### src/rtl/sram_arbiter.sv
// sram_arbiter: round-robin arbiter running uninterruptible bursts from two requesters on one SRAM macro
module sram_arbiter (
  input  logic        ACLK,
  input  logic        ARESET,
  input  logic        REQ_M0,
  input  logic        WE_M0,
  input  logic [31:0] ADDR_M0,
  input  logic [3:0]  LEN_M0,
  input  logic [31:0] WDATA_M0,
  input  logic [3:0]  WSTRB_M0,
  output logic        GNT_M0,
  output logic        WREADY_M0,
  output logic        RVALID_M0,
  output logic [31:0] RDATA_M0,
  output logic        DONE_M0,
  input  logic        REQ_M1,
  input  logic        WE_M1,
  input  logic [31:0] ADDR_M1,
  input  logic [3:0]  LEN_M1,
  input  logic [31:0] WDATA_M1,
  input  logic [3:0]  WSTRB_M1,
  output logic        GNT_M1,
  output logic        WREADY_M1,
  output logic        RVALID_M1,
  output logic [31:0] RDATA_M1,
  output logic        DONE_M1,
  output logic [13:0] SRAM_A,
  output logic [31:0] SRAM_DI,
  input  logic [31:0] SRAM_DO,
  output logic [3:0]  SRAM_WEB,
  output logic        SRAM_OE,
  output logic        SRAM_CS
);
  localparam logic [1:0] IDLE = 2'd0, BURST = 2'd1, DRAIN = 2'd2;
  logic [1:0] state;
  logic owner, ptr, we;
  logic [13:0] base;
  logic [3:0] len, cnt;
  logic idle, burst, drain, pick1, wr, rvalid, done;
  logic unused_addr;
  assign idle = state == IDLE;
  assign burst = state == BURST;
  assign drain = state == DRAIN;
  assign pick1 = REQ_M1 & (~REQ_M0 | ptr);
  assign GNT_M0 = idle & REQ_M0 & ~pick1;
  assign GNT_M1 = idle & pick1;
  always_ff @(posedge ACLK)
    if (ARESET) begin
      state <= IDLE;
      owner <= 1'b0;
      ptr <= 1'b0;
      we <= 1'b0;
      base <= 14'd0;
      len <= 4'd0;
      cnt <= 4'd0;
    end else if (idle) begin
      if (REQ_M0 | REQ_M1) begin
        state <= BURST;
        owner <= pick1;
        ptr <= ~pick1;
        we <= pick1 ? WE_M1 : WE_M0;
        base <= pick1 ? ADDR_M1[15:2] : ADDR_M0[15:2];
        len <= pick1 ? LEN_M1 : LEN_M0;
        cnt <= 4'd0;
      end
    end else if (burst) begin
      cnt <= cnt + 4'd1;
      if (cnt == len) state <= we ? IDLE : DRAIN;
    end else state <= IDLE;
  assign wr = burst & we;
  assign rvalid = drain | (burst & ~we & (cnt != 4'd0));
  assign done = drain | (wr & (cnt == len));
  assign WREADY_M0 = wr & ~owner;
  assign WREADY_M1 = wr & owner;
  assign RVALID_M0 = rvalid & ~owner;
  assign RVALID_M1 = rvalid & owner;
  assign RDATA_M0 = RVALID_M0 ? SRAM_DO : 32'd0;
  assign RDATA_M1 = RVALID_M1 ? SRAM_DO : 32'd0;
  assign DONE_M0 = done & ~owner;
  assign DONE_M1 = done & owner;
  assign SRAM_CS = burst | drain;
  assign SRAM_OE = drain | (burst & ~we);
  assign SRAM_WEB = wr ? ~(owner ? WSTRB_M1 : WSTRB_M0) : 4'hF;
  assign SRAM_DI = wr ? (owner ? WDATA_M1 : WDATA_M0) : 32'd0;
  assign SRAM_A = SRAM_CS ? base + {10'd0, drain ? len : cnt} : 14'd0;
  assign unused_addr = ^{ADDR_M0[31:16], ADDR_M0[1:0], ADDR_M1[31:16], ADDR_M1[1:0]};
endmodule

### config.mk
export PLATFORM = sky130hd
export DESIGN_NAME = sram_arbiter
export DESIGN_NICKNAME = d
export VERILOG_FILES = /design/src/rtl/sram_arbiter.sv
export SDC_FILE = /design/constraint.sdc
export NUM_CORES = 1
export LEC_CHECK = 0
export ABC_AREA = 1
export CAP_MARGIN = 10
export CORE_AREA = 2 2 118 120
export CTS_CLUSTER_DIAMETER = 40
export DETAILED_ROUTE_END_ITERATION = 6
export DIE_AREA = 0 0 120 122
export PLACE_DENSITY = 0.68
export SLEW_MARGIN = 20
export SYNTH_ARGS = -nofsm -noshare
export SYNTH_HDL_FRONTEND = slang
export SYNTH_SLANG_ARGS = --single-unit
### constraint.sdc
create_clock -name ACLK -period 2.7 [get_ports ACLK]
set_input_delay 0.405 -clock ACLK [delete_from_list [all_inputs] [get_ports ACLK]]
set_output_delay 0.405 -clock ACLK [all_outputs]
set_load 0.02 [all_outputs]
==> impl_metrics.ini <==
[synth]
synth_top_family_by_area = simple AND/OR/NAND/NOR gates
syn_avg_cell_area_um2 = 5.97
yosysWarnings = 0
postSynthCellCount = 461
yosys.area_share.adder_pct = 5.73
synth_xor_xnor_area_share_pct = 0.318
synthesis.nets = 655
synth_compound_area_share_pct = 22.0
post_synth_num_cell_types = 31
synth_area_um2 = 2750
yosys-mux-area-fraction_pct = 0
synth.ff_latch_count = 27
synth_sequential_area_ratio_pct = 19.6
synth_simple_gate_area_share_pct = 34.7

[clock_network]
clockRootBuffer = clkbuf_16
clock-sinks = 27
cts-hold-fix-buffers = 0
cts_buffer_count = 3
clkSlewWorstSetupHoldPaths_ps = 70
tritoncts = yes
cts.path.max_buffers = 2
depth_of_the_cts_h_tree = 1
clkLatencyLatePin_ps = 260

[detailed_routing]
detail_route.drc_violations = 0
detailroute.via_count = 3911
route.detailed.wl_per_inst_um = 14.0
route.final.wire_length_mm = 13.0
detail-route-antenna-nets = 0
violation_count_after_the_first_detailed_route_iteration = 140
routed_via_density = 4.21
first_pass_iters = 4

[sta]
achievable-frequency_mhz = 370
worst_hold_slack_ps = 466
grt_setup_unrepaired = true
final.setup.tns_ps = -5.29
maxSlewViolCount = 0
setup_slack_ps = -5.29
layout_min_cycle_time_ps = 2710
setup_violations = 1
relative_slew_slack_pct = 56.2
report.final.hold_viol_count = 0
worst_clock_skew_ps = 2.80
worst_slew_pin_slew_ps = 657
post-route-period-util_pct = 100

[worst_setup_path]
crit_cells = 14
path_max_fanout = 6
cpPeakStageDelay_ps = 340
worstPathCellList = inv_2, ha_4, nand2_2, o21ai_2, ha_2, fa_2, nand2_2, inv_2, nand2_2, nand2_4, buf_6, a31oi_4, nor3_2, buf_4
timing.critical_path.slowest_stage_cell = dfxtp_2
largest_delay_share_family_worst_path = adder cells
cp-end-kind = primary output
worstSetupStartpointType = flip-flop
worst-endpoint-required_ps = 2300
worst-path-buf-inv = 4
worstRegToRegCells = 11
worst-setup-path-type = reg -> out
critical_path.most_common_cell = nand2_2
worst_ep_arrival_time_ps = 2300

[power_and_ir_drop]
power_frac_seq_pct = 28.0
proportion_of_power_drawn_by_combinational_gates_pct = 53.7
power.total_mw = 1.85
leakage_nw = 3.44
p_sw_share_pct = 37.8
clockPowerShare_pct = 18.4
cellPowerDensity_nw_per_um2 = 309
ir_worst_vdd_uv = 257
p_int_mw = 1.15
power.net_switching_mw = 0.699

[placement]
place_ws_ps = -350
buffer_ports.inserted = 269
gp_congestion = 0.822
total_instance_count_after_detailed_placement = 920
hpwl_mm = 10.7
post_dp_cell_area_um2 = 5780

[global_route]
largest_net_degree_at_the_start_of_global_routing = 38
grt_overflow = 0
grt_first_pass_wirelength_mm = 18.7
grt_pass1_vias = 3531
groute.usage.overall_pct = 16.1
grt_antenna_before_repair = 0

[hold_path]
hold_path_class = reg -> reg
worst_hold_path.num_cells = 2

[layout]
layoutNonFillerInstCount = 928
antenna_cells = 0
mostFrequentLayoutCell = clkdlybuf4s50_1
layout.core_utilization_pct = 44.4
finish.instance_area_um2 = 6000
final_net_count = 943
final_layout_size_suffix_gt1_share_pct = 16.7
mostFrequentLayoutCells = 157 x clkdlybuf4s50_1, 96 x nand2_1, 81 x nor2_1
area_growth_pct = 118

[floorplanning]
number_of_top_level_pins = 306
floorplan.core_area_um2 = 13500
die_x_um = 120
die_height_um = 122
dieArea_um2 = 14600
row_cnt = 43
starting_density_of_the_core_pct = 20.4

[run_status]
status = finished, violations left
violations = setup timing

[run]
drv_cap = 0
-- logic make-up (layout without fill, tap and decap cells) --
family / count (synthesis) / in the layout
buf+inv: 107 / 394
xor+xnor: 1 / 1
simple gates: 230 / 230
fa+ha+maj: 12 / 12
compound gates: 84 / 84
flops: 27 / 27
-- worst paths after layout --
check                start        end  slack (ps)
setup / recovery  state[0]  SRAM_A[6]          -5
hold / removal         ptr        ptr         470
setup reg to reg  state[1]    base[7]         850
hold reg to reg        ptr        ptr         470
-- worst register-to-register path: cells and delay by family (launching register included) --
kind                       cells  cell delay, ps
buffers and inverters          6             860
and+or+nand+nor                4             360
DFF                            1             340
adders and majority gates      1             210
-- layout make-up --
class | instances | area [µm²]
Inverter | 85 | 322
Multi-Input combinational cell | 327 | 1930
Sequential cell | 27 | 543
Clock buffer | 4 | 78.8
Fill cell | 1421 | 7510
Tap cell | 180 | 225
Timing Repair Buffer | 305 | 2890
-- flip-flops by register name, summed over array words and instances (netlist names) --
name and count:
base 14, cnt 4, len 4, owner 1, ptr 1, state 2, we 1
-- power by group through the flow --
stage / Combinational, mW / Sequential (mW) / Clock [mW]
2_1_floorplan: 0.476 / 0.504 / 0
3_3_place_gp: 0.976 / 0.513 / 0
3_5_place_dp: 0.980 / 0.514 / 0
4_1_cts: 0.971 / 0.510 / 0.355
5_1_grt: 1.09 / 0.526 / 0.362
6_report: 0.993 / 0.517 / 0.340
-- cell usage after synthesis (all sizes together) --
library cell	number	area share [%]
a41oi	1	0.32
inv	85	12
a211oi	2	0.55
nand3b	1	0.27
nor3b	1	0.27
ha	11	5.0
and2	1	0.23
o211ai	14	3.8
a21oi	17	3.1
a31oi	1	0.23
a22oi	4	1.1
fa	1	0.73
buf	18	5.5
nor2	90	14
o21ai	12	2.5
nand4	1	0.23
dfxtp	27	20
nand2	106	15
nand3	24	4.4
nor3	6	1.1
xor2	1	0.32
a22o	32	10
clkbuf	4	0.55
o21a	1	0.27
-- per-layer routing --
metal	part of all wire, %	GRT usage (%)
met1	43	20.9
met2	47	27.5
met3	8.3	3.32
met4	1.4	3.31
met5	0	0
-- what timing repair did --
action                                  in CTS  in global routing
hold endpoints to repair                     0                  0
gates resized for setup                    146                115
pin swaps                                    3                  8
buffers inserted                             2                  2
endpoints found under the setup margin      81                105
No activity file was read; power rests on OpenSTA's default activity.
==> RTL change, RTL diff (config.mk and constraints unchanged) <==
Reset style: asynchronous (`ARESET`), changed in one clocked block.
--- a/src/rtl/sram_arbiter.sv
+++ b/src/rtl/sram_arbiter.sv
@@ -46,3 +46,3 @@
   assign GNT_M1 = idle & pick1;
-  always_ff @(posedge ACLK)
+  always_ff @(posedge ACLK or posedge ARESET)
     if (ARESET) begin
Formal check against the unedited RTL: differs if ARESET is asserted again (counterexample within 4 cycles, from zero or initial values and one cycle with ARESET high); with ARESET held inactive, the same outputs for 4 cycles.
==> RTL change against the original RTL <==
  * The run still ends with negative setup slack left
  * Cell area is 4.0% lower
  * Synthesized area is 0.50% higher
  * Die area unchanged
  * Setup slack worse by 0.019 ns
  * Sequential cell count unchanged
  * Routed wire length up 2.5%
  * Fmax fell by 0.71%
  * Critical path depth stayed put
  * Hold slack gained 0.037 ns
  * Critical path type unchanged
  * Largest cell class unchanged
Power is not compared: it rests on default switching activity, and its combinational part moved more than twofold at a synthesized area within 25%.
==> RTL change: results (changes against the original RTL) <==
| Metric | Value |
|---|---|
| Setup slack after layout | `-0.02468 ns (-0.01940 ns)` |
| Setup-failing EPs final | `1 (unchanged)` |
| Seq/Total Area, Yosys | `0.2443 (+0.04789)` |
| Path depth of the worst reg2reg path | `10 (-1)` |
| Hold/Removal Path Class | `input port to asynchronous set/reset pin` |
| Post-Syn Area per Cell | `6.401 um2 (+7.2%)` |
| Resized Gates After CTS | `161 (+10%)` |
| Routed wire length | `13330 um (+2.5%)` |
| Tot GR Track Use | `0.1682 (+0.007555)` |
| Setup Fix Bufs, Post-CTS | `3 (+1)` |
| Commonest cells post-synth | `nor2_1, nand2_1, inv_1` |
| Asr flop ratio synth | `1.000 (+1.000)` |
| Dpl cells | `894 (-2.8%)` |
| Initial antenna violation count | `1 (+1)` |
| Failing checks | `negative setup slack` |
| 1st-pass router iterations | `5 (+1)` |
| Share of cells above drive strength 1 | `0.2025 (+0.03538)` |
| Fillers | `1412 (-0.63%)` |
| Distinct cell type count after synthesis | `30 (-3.2%)` |
| Via density | `4.379 (+3.9%)` |
| Gp weighted congestion | `0.8819 (+7.3%)` |
| CP arrival | `2.32 ns (+0.02 ns)` |
| Worst path slowest cell | `dfrtp_1` |
| Status | `finished with violations` |
| Vias in the first global route | `3648 (+3.3%)` |
| Nets | `916 (-2.9%)` |
| Synth Area in Compound Gates | `0.2290 (+0.008859)` |
| XOR/XNOR Fraction of Synth Area | `0.006335 (+0.003152)` |
| Setup TNS | `-0.02468 ns (-0.01940 ns)` |
| Synth Area in Adders | `0.05701 (-0.0002852)` |
| Mapped Nets | `626 (-4.4%)` |
| Final clock skew | `0.005455 ns (+0.002657 ns)` |
RTL change: per-layer routing:
metal | track usage | part of all wire | vias up
li1 | - | - | 1967
met3 | 0.04120 | 0.069 | 18
met2 | 0.2770 | 0.49 | 176
met4 | 0.03824 | 0.016 | 0
met5 | 0 | 0 | -
met1 | 0.2226 | 0.43 | 1789
RTL change: power groups by stage:
stage          Clock (mW)  Sequential (mW)  Combinational [mW]
2_1_floorplan           0            0.725                1.96
3_3_place_gp            0            0.771                3.54
3_5_place_dp            0            0.770                3.55
4_1_cts             0.363            0.770                3.37
5_1_grt             0.380            0.815                3.76
6_report            0.357            0.788                3.44
RTL change: per-stage QoR:
stage          utilization  setup slack, ns  area (um2)  power [mW]
5_1_grt             0.4260          -0.1593        5753       4.953
2_1_floorplan            -           0.1751        2765       2.690
6_report            0.4262         -0.02468        5756       4.587
4_1_cts             0.4309         -0.02682        5819       4.500
3_3_place_gp        0.4306          -0.3538        5814       4.313
3_5_place_dp        0.4306          -0.3796        5814       4.319
RTL change: worst paths after layout:
kind / start / end / slack, ns
max in group asynchronous: ARESET / len[1] / 1.92
min reg2reg: ptr / ptr / 0.56
min: ARESET / we / 0.50
min in group ACLK: ptr / ptr / 0.56
max: state[0] / SRAM_A[6] / -0.02
max reg2reg: state[1] / cnt[3] / 0.51
RTL change: final cells by class:
class | count | area, um2 | share of cell area
diodes | 1 | 2.502 | 0.0004348
clock inverters | 1 | 7.507 | 0.001304
flip-flops and latches | 27 | 675.6 | 0.1174
clock buffers | 3 | 75.07 | 0.01304
multi-input cells | 317 | 1826 | 0.3172
repair buffers | 305 | 2689 | 0.4672
well taps | 180 | 225.2 | 0.03913
inverters | 68 | 255.2 | 0.04435
